<file path="config.mk">
export PLATFORM = sky130hd
export DESIGN_NAME = in_mem_rd_ctrl_flat
export DESIGN_NICKNAME = d
export VERILOG_FILES = /design/src/rtl/in_mem_pkg.sv /design/src/rtl/in_mem_rd_ctrl_if.sv /design/src/rtl/lane_skew.sv /design/src/rtl/in_mem_rd_ctrl.sv /design/src/flat_wrapper.sv
export SDC_FILE = /design/constraint.sdc
export NUM_CORES = 1
export LEC_CHECK = 0
export ABC_AREA = 1
export CAP_MARGIN = 30
export CELL_PAD_IN_SITES_DETAIL_PLACEMENT = 1
export CELL_PAD_IN_SITES_GLOBAL_PLACEMENT = 2
export CORE_AREA = 2 2 334 336
export DETAILED_ROUTE_END_ITERATION = 16
export DIE_AREA = 0 0 336 338
export GPL_TIMING_DRIVEN = 0
export PLACE_DENSITY = 0.77
export SYNTH_ARGS = -nofsm -noshare
export SYNTH_HDL_FRONTEND = slang
export SYNTH_SLANG_ARGS = --single-unit
export TNS_END_PERCENT = 50
</file>
<file path="constraint.sdc">
create_clock -name clk -period 7.1 [get_ports clk]
set_clock_uncertainty 0.15 [all_clocks]
set_input_delay 1.065 -clock clk [delete_from_list [all_inputs] [get_ports clk]]
set_output_delay 1.065 -clock clk [all_outputs]
set_load 0.005 [all_outputs]
</file>
<file path="src/rtl/in_mem_pkg.sv">
// Shared definitions for the input-memory read and write controllers.
// Both sides build bank addresses with compose_addr so their maps always agree.
package in_mem_pkg;

  localparam int unsigned CNT_WIDTH = 32;

  typedef logic [CNT_WIDTH-1:0] cnt_t;

  typedef enum logic [1:0] {
    RD_IDLE  = 2'd0,
    RD_READ  = 2'd1,
    RD_DRAIN = 2'd2,
    RD_DONE  = 2'd3
  } rd_state_t;

  // Accumulator rows available per chunk of the address space.
  function automatic int unsigned accum_row(input int unsigned accum_size,
                                            input int unsigned sys_col);
    return accum_size / sys_col;
  endfunction

  // Chunk selects an ACCUM_ROW-sized window, row indexes within it.
  function automatic cnt_t compose_addr(input cnt_t        chunk,
                                        input cnt_t        row,
                                        input int unsigned log2_accum_row);
    return (chunk << log2_accum_row) + row;
  endfunction

endpackage

</file>
<file path="src/rtl/in_mem_rd_ctrl_if.sv">
// Request, bank-read and array-feed signals of the input read controller.
interface in_mem_rd_ctrl_if
  import in_mem_pkg::*;
#(
  parameter int unsigned SYS_ROW    = 16,
  parameter int unsigned DATA_WIDTH = 16,
  parameter int unsigned ADDR_WIDTH = 16
);

  logic                                  start;
  cnt_t                                  num_rows;
  logic [DATA_WIDTH-1:0]                 num_common;
  logic                                  busy;
  logic                                  done;
  logic [SYS_ROW-1:0]                    in_rd_en;
  logic [SYS_ROW-1:0][ADDR_WIDTH-1:0]    in_rd_addr;
  logic [SYS_ROW-1:0][DATA_WIDTH-1:0]    in_rd_data;
  logic [SYS_ROW-1:0]                    out_valid;
  logic [SYS_ROW-1:0][DATA_WIDTH-1:0]    out_data;

  modport master (
    input  start, num_rows, num_common, in_rd_data,
    output busy, done, in_rd_en, in_rd_addr, out_valid, out_data
  );

  modport slave (
    output start, num_rows, num_common, in_rd_data,
    input  busy, done, in_rd_en, in_rd_addr, out_valid, out_data
  );

endinterface

</file>
<file path="src/rtl/lane_skew.sv">
// Parameterized delay line with synchronous clear; DEPTH=0 is a plain wire.
module lane_skew #(
  parameter int unsigned DEPTH = 1,
  parameter int unsigned WIDTH = 1
) (
  input  logic             clk,
  input  logic             clr,
  input  logic [WIDTH-1:0] d,
  output logic [WIDTH-1:0] q
);

  if (DEPTH == 0) begin : g_pass
    logic unused_ctrl;
    assign unused_ctrl = ^{clk, clr};
    assign q = d;
  end else begin : g_pipe
    logic [DEPTH-1:0][WIDTH-1:0] sr;

    always_ff @(posedge clk) begin
      if (clr) begin
        sr <= '0;
      end else begin
        sr[0] <= d;
        for (int unsigned j = 1; j < DEPTH; j++) begin
          sr[j] <= sr[j-1];
        end
      end
    end

    assign q = sr[DEPTH-1];
  end

endmodule

</file>
<file path="src/rtl/in_mem_rd_ctrl.sv">
// Streams the input matrix out of the SYS_ROW banks chunk by chunk, skewing
// bank i by i cycles so the systolic array sees a diagonal wavefront.
module in_mem_rd_ctrl
  import in_mem_pkg::*;
#(
  parameter int unsigned SYS_ROW    = 16,
  parameter int unsigned SYS_COL    = 16,
  parameter int unsigned DATA_WIDTH = 16,
  parameter int unsigned ADDR_WIDTH = 16,
  parameter int unsigned ACCUM_SIZE = 1024,
  parameter int unsigned RD_LATENCY = 1
) (
  input logic              clk,
  input logic              rst,
  in_mem_rd_ctrl_if.master bus
);

  localparam int unsigned LOG2_ROW     = $clog2(SYS_ROW);
  localparam int unsigned ACCUM_ROW    = accum_row(ACCUM_SIZE, SYS_COL);
  localparam int unsigned LOG2_AR      = $clog2(ACCUM_ROW);
  localparam int unsigned DRAIN_CYCLES = SYS_ROW + RD_LATENCY;
  localparam int unsigned LANE_W       = ADDR_WIDTH + 1;

  localparam logic [1:0] ST_IDLE  = RD_IDLE;
  localparam logic [1:0] ST_READ  = RD_READ;
  localparam logic [1:0] ST_DRAIN = RD_DRAIN;
  localparam logic [1:0] ST_DONE  = RD_DONE;

  logic [1:0]            state, state_nxt;
  logic                  busy_q, busy_nxt;
  logic                  done_q, done_nxt;
  logic                  base_en, base_en_nxt;
  logic [ADDR_WIDTH-1:0] base_addr, base_addr_nxt;
  cnt_t                  rows, rows_nxt;
  cnt_t                  chunks, chunks_nxt;
  cnt_t                  k_cnt, k_nxt;
  cnt_t                  r_cnt, r_nxt;
  cnt_t                  drain_cnt, drain_nxt;

  cnt_t req_rows_c;
  cnt_t req_chunks_c;
  logic row_wrap_c;
  logic last_step_c;

  assign req_rows_c   = (bus.num_rows > CNT_WIDTH'(ACCUM_ROW)) ? CNT_WIDTH'(ACCUM_ROW)
                                                               : bus.num_rows;
  assign req_chunks_c = CNT_WIDTH'(bus.num_common >> LOG2_ROW);
  assign row_wrap_c   = (r_cnt == rows - CNT_WIDTH'(1));
  assign last_step_c  = row_wrap_c && (k_cnt == chunks - CNT_WIDTH'(1));

  // Next-state and registered-output logic; wrap is tested before incrementing.
  always_comb begin
    state_nxt     = state;
    busy_nxt      = busy_q;
    done_nxt      = 1'b0;
    base_en_nxt   = 1'b0;
    base_addr_nxt = base_addr;
    rows_nxt      = rows;
    chunks_nxt    = chunks;
    k_nxt         = k_cnt;
    r_nxt         = r_cnt;
    drain_nxt     = drain_cnt;

    case (state)
      ST_IDLE: begin
        if (bus.start) begin
          rows_nxt   = req_rows_c;
          chunks_nxt = req_chunks_c;
          k_nxt      = '0;
          r_nxt      = '0;
          if (req_rows_c == '0 || req_chunks_c == '0) begin
            state_nxt = ST_DONE;
            done_nxt  = 1'b1;
          end else begin
            state_nxt     = ST_READ;
            busy_nxt      = 1'b1;
            base_en_nxt   = 1'b1;
            base_addr_nxt = ADDR_WIDTH'(compose_addr('0, '0, LOG2_AR));
          end
        end
      end

      ST_READ: begin
        if (last_step_c) begin
          state_nxt = ST_DRAIN;
          drain_nxt = '0;
        end else begin
          if (row_wrap_c) begin
            r_nxt = '0;
            k_nxt = k_cnt + CNT_WIDTH'(1);
          end else begin
            r_nxt = r_cnt + CNT_WIDTH'(1);
          end
          base_en_nxt   = 1'b1;
          base_addr_nxt = ADDR_WIDTH'(compose_addr(k_nxt, r_nxt, LOG2_AR));
        end
      end

      // Covers the deepest lane skew plus the read latency and output register.
      ST_DRAIN: begin
        if (drain_cnt == CNT_WIDTH'(DRAIN_CYCLES - 1)) begin
          state_nxt = ST_DONE;
          busy_nxt  = 1'b0;
          done_nxt  = 1'b1;
        end else begin
          drain_nxt = drain_cnt + CNT_WIDTH'(1);
        end
      end

      ST_DONE: state_nxt = ST_IDLE;

      default: state_nxt = ST_IDLE;
    endcase
  end

  always_ff @(posedge clk) begin
    if (rst) begin
      state     <= ST_IDLE;
      busy_q    <= 1'b0;
      done_q    <= 1'b0;
      base_en   <= 1'b0;
      base_addr <= '0;
      rows      <= '0;
      chunks    <= '0;
      k_cnt     <= '0;
      r_cnt     <= '0;
      drain_cnt <= '0;
    end else begin
      state     <= state_nxt;
      busy_q    <= busy_nxt;
      done_q    <= done_nxt;
      base_en   <= base_en_nxt;
      base_addr <= base_addr_nxt;
      rows      <= rows_nxt;
      chunks    <= chunks_nxt;
      k_cnt     <= k_nxt;
      r_cnt     <= r_nxt;
      drain_cnt <= drain_nxt;
    end
  end

  assign bus.busy = busy_q;
  assign bus.done = done_q;

  // Per-lane skew of the base request, then latency alignment into the array feed.
  for (genvar i = 0; i < SYS_ROW; i++) begin : g_lane
    logic [LANE_W-1:0]     skew_q;
    logic                  vld_dly;
    logic                  vld_q;
    logic [DATA_WIDTH-1:0] data_q;

    lane_skew #(.DEPTH(i), .WIDTH(LANE_W)) u_skew (
      .clk (clk),
      .clr (rst),
      .d   ({base_en, base_addr}),
      .q   (skew_q)
    );

    lane_skew #(.DEPTH(RD_LATENCY), .WIDTH(1)) u_vld (
      .clk (clk),
      .clr (rst),
      .d   (skew_q[LANE_W-1]),
      .q   (vld_dly)
    );

    always_ff @(posedge clk) begin
      if (rst) begin
        vld_q  <= 1'b0;
        data_q <= '0;
      end else begin
        vld_q <= vld_dly;
        if (vld_dly) data_q <= bus.in_rd_data[i];
      end
    end

    assign bus.in_rd_en[i]   = skew_q[LANE_W-1];
    assign bus.in_rd_addr[i] = skew_q[ADDR_WIDTH-1:0];
    assign bus.out_valid[i]  = vld_q;
    assign bus.out_data[i]   = data_q;
  end

endmodule

</file>
<file path="src/flat_wrapper.sv">
// flat-port wrapper written by rule: the top's interface ports become plain ports
module in_mem_rd_ctrl_flat import in_mem_pkg::*;
#(
  parameter int unsigned SYS_ROW    = 16,
  parameter int unsigned SYS_COL    = 16,
  parameter int unsigned DATA_WIDTH = 16,
  parameter int unsigned ADDR_WIDTH = 16,
  parameter int unsigned ACCUM_SIZE = 1024,
  parameter int unsigned RD_LATENCY = 1
)
  (clk, rst, bus_start, bus_num_rows, bus_num_common, bus_in_rd_data, bus_busy, bus_done, bus_in_rd_en, bus_in_rd_addr, bus_out_valid, bus_out_data);
  in_mem_rd_ctrl_if #(.SYS_ROW(SYS_ROW), .DATA_WIDTH(DATA_WIDTH), .ADDR_WIDTH(ADDR_WIDTH)) bus_i ();
  input logic clk;
  input logic rst;
  input wire logic [$bits(bus_i.start)-1:0] bus_start;
  input wire logic [$bits(bus_i.num_rows)-1:0] bus_num_rows;
  input wire logic [$bits(bus_i.num_common)-1:0] bus_num_common;
  input wire logic [$bits(bus_i.in_rd_data)-1:0] bus_in_rd_data;
  output wire logic [$bits(bus_i.busy)-1:0] bus_busy;
  output wire logic [$bits(bus_i.done)-1:0] bus_done;
  output wire logic [$bits(bus_i.in_rd_en)-1:0] bus_in_rd_en;
  output wire logic [$bits(bus_i.in_rd_addr)-1:0] bus_in_rd_addr;
  output wire logic [$bits(bus_i.out_valid)-1:0] bus_out_valid;
  output wire logic [$bits(bus_i.out_data)-1:0] bus_out_data;
  assign bus_i.start = bus_start;
  assign bus_i.num_rows = bus_num_rows;
  assign bus_i.num_common = bus_num_common;
  assign bus_i.in_rd_data = bus_in_rd_data;
  assign bus_busy = bus_i.busy;
  assign bus_done = bus_i.done;
  assign bus_in_rd_en = bus_i.in_rd_en;
  assign bus_in_rd_addr = bus_i.in_rd_addr;
  assign bus_out_valid = bus_i.out_valid;
  assign bus_out_data = bus_i.out_data;
  in_mem_rd_ctrl #(.SYS_ROW(SYS_ROW), .SYS_COL(SYS_COL), .DATA_WIDTH(DATA_WIDTH), .ADDR_WIDTH(ADDR_WIDTH), .ACCUM_SIZE(ACCUM_SIZE), .RD_LATENCY(RD_LATENCY)) u_core (.clk(clk), .rst(rst), .bus(bus_i));
endmodule
</file>
Yosys cells after proc, flatten, opt, wreduce, memory -nomap -nowiden
Cells that the tools add are included.

Reductions and logical operators: 15. Shift operators: 0. Multiplexer cells: 36. Add/sub/neg operators: 6. Equal/unequal tests: 13. Magnitude comparators: 1. Bitwise logic cells: 0. Divide/modulo/power cells: 0. Multipliers: 0.

Operators with widths (count): $mux W32 (12); $pmux W32 S2 (3); $add A32 B1 Y32 const B (3); $eq A32 B32 Y1 (2); $logic_not A32 Y1 (2); $mux W16 (3); $eq A32 B5 Y1 const B (1); $gt A32 B7 Y1 const B (1); $pmux W16 S2 (1); $sub A32 B1 Y32 const B (1); $add A16 B16 Y16 (1); $sub A12 B1 Y13 const B (1); $reduce_and A4 Y1 (3); $mux W1 (9); $reduce_and A3 Y1 (3); $mux W2 (4); $ne A2 B2 Y1 const B (4); $pmux W2 S4 (1); $ne A2 B1 Y1 const B (3); $pmux W1 S2 (3); $reduce_bool A2 Y1 (3); $eq A2 B2 Y1 const B (2); $eq A2 B1 Y1 const B (1); $logic_not A2 Y1 (1); other kinds (3) (3).

Bits in read-only memories: 0. Memory bits (writable): 0. Output and inout port bits: 546. Bits in registers: 704. Latch bits: 0. Memories: 0.

Depth between registers and ports, before layout
Depth in word-level cells: 8. Gate-level depth with buffers: 33. Depth with buffers taken out: 31.

Hierarchy
A second synthesis with hierarchy kept.

Cells, all modules: 9721. Area total of the unflattened synthesis: 81789.7 µm².

Modules (own cells, without submodules): in_mem_rd_ctrl (area each 20995.1 µm², cells an instance 3071, times used 1, seq. area each 8668.3 µm²); lane_skew (u_core.g_lane[15].u_skew) (area each 7512.2 µm², cells an instance 810, times used 1, seq. area each 5104.9 µm²); lane_skew (u_core.g_lane[14].u_skew) (area each 6864.1 µm², cells an instance 757, times used 1, seq. area each 4764.6 µm²); lane_skew (u_core.g_lane[13].u_skew) (area each 6517.5 µm², cells an instance 705, times used 1, seq. area each 4424.2 µm²); lane_skew (u_core.g_lane[12].u_skew) (area each 6002.0 µm², cells an instance 652, times used 1, seq. area each 4083.9 µm²); lane_skew (u_core.g_lane[11].u_skew) (area each 5476.5 µm², cells an instance 599, times used 1, seq. area each 3743.6 µm²); lane_skew (u_core.g_lane[10].u_skew) (area each 4973.5 µm², cells an instance 546, times used 1, seq. area each 3403.3 µm²); lane_skew (u_core.g_lane[9].u_skew) (area each 4474.3 µm², cells an instance 493, times used 1, seq. area each 3062.9 µm²); lane_skew (u_core.g_lane[8].u_skew) (area each 3983.8 µm², cells an instance 440, times used 1, seq. area each 2722.6 µm²); lane_skew (u_core.g_lane[7].u_skew) (area each 3545.9 µm², cells an instance 387, times used 1, seq. area each 2382.3 µm²); lane_skew (u_core.g_lane[6].u_skew) (area each 3046.7 µm², cells an instance 334, times used 1, seq. area each 2042.0 µm²); lane_skew (u_core.g_lane[5].u_skew) (area each 2524.9 µm², cells an instance 281, times used 1, seq. area each 1701.6 µm²); lane_skew (u_core.g_lane[4].u_skew) (area each 2058.2 µm², cells an instance 229, times used 1, seq. area each 1361.3 µm²); lane_skew (u_core.g_lane[3].u_skew) (area each 1599.0 µm², cells an instance 176, times used 1, seq. area each 1021.0 µm²); 4 more rows.

Worst setup path before layout
No wires, ideal clock.

Path type: flip-flop to flip-flop. Start: register u_core.rows[0]. End: register u_core.base_addr[15]. Library setup time: 113 ps. Buffers on the path: 2. Data arrival time: 3575 ps. Setup slack: 3262 ps. Data required time: 6837 ps. Cell stages (with the launch flop): 32. Clock period less this slack: 3838 ps. Cells stage by stage: dfxtp_1 > inv_1 > ha_1 > nand2_2 > nor2_8 > nand2_4 > inv_2 > nand2_1 > nand2_1 > nand2_1 > nor2_1 > nand2_1 > nor2_2 > nand3_2 > buf_4 > buf_2 > o21ai_0 > inv_1 > ha_1 > a21o_1 > nand3_1 > nand2_1 > nor2_1 > nor2_1 > o21ai_0 > nand2_1 > nand2_1 > nand2_1 > a21oi_1 > nand3_1 > nand3_1 > nand2_1.

Cells in the longest elaborated chain, start to end: 8. Elaborated cells between the ends (all ways): 14. Classes of those cells: 2 x add/sub; 2 x eq/ne; 8 x mux; 2 x reduce/logical.

RTL lines: start, declared (line in_mem_rd_ctrl.sv:34) `cnt_t rows, rows_nxt;`; start signal, assigned (line in_mem_rd_ctrl.sv:134) `rows <= rows_nxt;`; $sub A32 B1 Y32 (*) (line in_mem_rd_ctrl.sv:48) `assign row_wrap_c = (r_cnt == rows - CNT_WIDTH'(1));`; $eq A32 B32 Y1 (*) (line in_mem_rd_ctrl.sv:48); $mux W32 (line in_mem_rd_ctrl.sv:88) `if (row_wrap_c) begin`; $mux W32 (line in_mem_rd_ctrl.sv:84) `if (last_step_c) begin`; $mux W32 (line in_mem_rd_ctrl.sv:64) `case (state)`; $add A16 B16 Y16 (line in_mem_pkg.sv:26) `return (chunk << log2_accum_row) + row;`; $mux W16 (line in_mem_rd_ctrl.sv:84); $pmux W16 S2 (line in_mem_rd_ctrl.sv:64); end signal, assigned (line in_mem_rd_ctrl.sv:133) `base_addr <= base_addr_nxt;`; end, declared (line in_mem_rd_ctrl.sv:33) `logic [ADDR_WIDTH-1:0] base_addr, base_addr_nxt;`.

Every way passes the cells marked *; elsewhere a longest branch is shown, timed or not. The select of a mux whose other input is x is not followed. A chain may end at the register's enable or synchronous reset.

Worst setup path in the final report
Start: register u_core.rows[0]. End: register u_core.base_addr[14].

The elaborated chain is that of the path after synthesis.

==> reports/metrics.yaml <==
status: "complete, no violations"
setup_tns_ns: 0
dr.first_iter.drc_count: 1541
pin_count: 853
via_per_inst: 4.484
clk_path_buf_depth: 3
async_flop_share_pct: 0
regArea_um2: 13490
layout_min_cycle_time_ns: 4.753
hold_viol: 0
layout-drive-gt1-share_pct: 5.296
grt_pass1_wl_um: 207900
combPwrFrac_pct: 21.3
arrival_ns: 5.11
crit_start: "u_core.rows[0]"
final_common_cell: "nor2_1"
powerDensity_nw_per_um2: 262.0
synth_nets: 4189
max-slew-margin-rel_pct: 30.15
rsz0062_at_grt: "no"
max-vdd-ir-drop_mv: 0.1428
dieArea_um2: 113600
path_max_fanout: 10
power.total_w: 0.01081
synth.avg_cell_area_um2: 7.211
finalWorstSetupSlack_ns: 2.347
multi_input_area_um2: 11730
grt_antenna_before_repair: 20
clock.fmax_ghz: 0.2104
synthDistinctLibCells: 46
rows: 122
routed_wl_um: 149000
port_buffers: 848
worst_pin_slew_ns: 1.048
initial_core_util_pct: 25.31
die_w_um: 336
utilization_pct: 37.49
area_delta_synth_final_pct: 48.12
ys_warn_count: 0
hold_class: "reg2reg"
critPathCaptureType: "register"
switchingPower_w: 0.003404
drc: 0
synth_cells: 3863
clkPwrFrac_pct: 41.3
wl_per_cell_um: 23.39
worstHoldStart: "u_core.g_lane[5].u_skew.q[12]"
setup_viol: 0
grt_pass1_vias: 29130
swShare_pct: 31.49
die_height_um: 338
critPathKind: "reg2reg"
groute.usage.overall_pct: 25.35
pre_cts_slack_ns: 2.315
cts_root_buf: "clkbuf_16"
gp_congestion: 0.9037
seq_power_share_pct: 37.4
ys.flop_type: "dfxtp_1"
post_cts_resized: 0
synth-seq-cells: 674
syn_area_um2: 27860
core_um2: 110100
seq_area_frac_synth_pct: 48.43
cts_buffers: 84
startpoint_type: "register"
fin_crit_sh_pct: 66.94
cts_hold_buf: 0
synth-edff-count: 0
grt-ovfl-total: 0
power_leakage_nw: 16.25
drtPass1Iterations: 5
clk_pin_slew_ns: 0.06
internal-power_w: 0.007406
r2r_slack_ns: 2.35
maxCapViolCount: 0
ant_nets: 0
num_vias: 28550
required_ns: 7.46
final_cell_mix: "1,064 x nor2_1, 848 x clkdlybuf4s50_1, 674 x dfxtp_1"
r2r_start: "u_core.rows[0]"
post_cts_buffers: 0
nFillCells: 13370
nNetsFinal: 5133
htree_levels: 3
drv_slew: 0
clock_latency_ns: 0.66
cts.sinks: 674
hpwl_um: 123600
grt_max_degree: 13
tritoncts: "done"
## flip-flops by register name (all words and copies together) (netlist names)
| signal | cells |
|---|---|
| u_core.g_lane.data_q | 256 |
| u_core.bus.busy | 1 |
| u_core.g_lane.u_skew.g_pipe.sr | 16 |
| u_core.r_cnt | 32 |
| u_core.state | 2 |
| u_core.k_cnt | 32 |
| u_core.g_lane.u_skew.q | 233 |
| u_core.g_lane.u_vld.q | 6 |
| u_core.drain_cnt | 32 |
| u_core.rows | 32 |
| u_core.chunks | 12 |
| u_core.g_lane.vld_q | 2 |
| u_core.base_addr | 16 |
| u_core.bus.done | 1 |
| u_core.base_en | 1 |
## per-layer routing
layer  part of all wire [%]  global-route usage [%]  routed length (um)
met4                    2.8                   7.776                4161
met2                     46                   41.96               68970
met3                    8.9                   9.284               13310
met5                  0.050                       0                  75
met1                     42                   30.55               62430
## critical path, cell delays in order (launching register included)
cell      delay, ns
dfxtp_1        0.32
inv_1          0.10
ha_1           0.21
nand2_2        0.15
nor2_8         0.23
nand2_4        0.09
o21ai_1        0.28
nand2_1        0.08
nor2_1         0.15
nand2_1        0.08
nor2_2         0.14
nand3_2        0.16
buf_4          0.24
xnor2_1        0.26
ha_1           0.26
inv_1          0.08
fa_1           0.40
o21ai_0        0.36
a21oi_1        0.12
o21bai_1       0.22
nand2_1        0.08
nand2_1        0.07
a21oi_1        0.07
xor2_1         0.23
o21ai_1        0.11
## path summary, 6_finish.rpt
path | endpoint | depth (start not counted)
worst max-delay path | u_core.base_addr[14] | 24
worst min-delay path | u_core.g_lane[6].u_skew.q[12] | 2
worst max register to register | u_core.base_addr[14] | 24
worst min register to register | u_core.g_lane[6].u_skew.q[12] | 2
## logic make-up after synthesis
family                     after synthesis  synth area share (%)
AOI/OAI and AO/OA                      447                 8.143
DFF                                    674                 48.43
buffers and inverters                  652                 9.468
xor gates and xnor gates               128                 4.024
adders and majority gates               19                0.8803
and+or+nand+nor                       1943                 29.05
## synthesized netlist by cell type (2+ instances only)
| cell type | count | share of area [%] |
|---|---|---|
| nor2_1 | 1064 | 14 |
| dfxtp_1 | 674 | 48 |
| nand2_1 | 502 | 6.8 |
| inv_1 | 433 | 5.8 |
| o21ai_0 | 315 | 5.7 |
| nand3_1 | 170 | 3.1 |
| clkbuf_1 | 130 | 1.8 |
| a21oi_1 | 96 | 1.7 |
| xor2_1 | 87 | 2.7 |
| nor3_1 | 61 | 1.1 |
| nand4_1 | 49 | 1.1 |
| xnor2_1 | 41 | 1.3 |
| buf_4 | 34 | 0.92 |
| nor4_1 | 30 | 0.67 |
| o21ai_1 | 24 | 0.43 |
| clkinv_1 | 19 | 0.26 |
| buf_2 | 18 | 0.32 |
| ha_1 | 18 | 0.81 |
| nand2_2 | 12 | 0.27 |
| nand3b_1 | 12 | 0.32 |
| buf_1 | 7 | 0.094 |
| nor2_2 | 7 | 0.16 |
| nor3b_1 | 7 | 0.19 |
| nor2_4 | 6 | 0.24 |
| or2_2 | 6 | 0.13 |
| buf_6 | 5 | 0.20 |
| inv_2 | 5 | 0.067 |
| nand2_4 | 5 | 0.20 |
| o21ai_2 | 4 | 0.13 |
| nor2_8 | 3 | 0.22 |
| a31oi_1 | 2 | 0.045 |
| and3_1 | 2 | 0.045 |
| o21bai_1 | 2 | 0.054 |
## power groups by stage
stage | clock [W] | sequential (W) | combinational (W)
final | 0.00446 | 0.00404 | 0.00231
after global routing | 0.00472 | 0.00405 | 0.00258
after CTS | 0.00457 | 0.00404 | 0.00232
after detailed placement | 0 | 0.00412 | 0.00230
after global placement | 0 | 0.00412 | 0.00228
after floorplan | 0 | 0.00408 | 0.00137
## final cells by class
class	instances	area share, %
Sequential cell	674	32.70
Buffer	194	2.220
Antenna cell	8	0.04851
Tap cell	1488	4.512
Inverter	458	4.172
Clock buffer	126	6.207
Multi-Input combinational cell	2537	28.42
Timing Repair Buffer	858	20.96
Clock inverter	25	0.7671
## per-stage QoR
step	hold WS, ns	cell area [um2]	std cells
floorplan	0.2534	27860	3863
global placement	0.2552	38210	6199
detailed placement	0.2614	38350	6208
CTS	0.2691	41230	6359
global route	0.2808	41260	6366
finish	0.2527	41260	6368
Note: power is estimated with default switching activity, not from simulation.
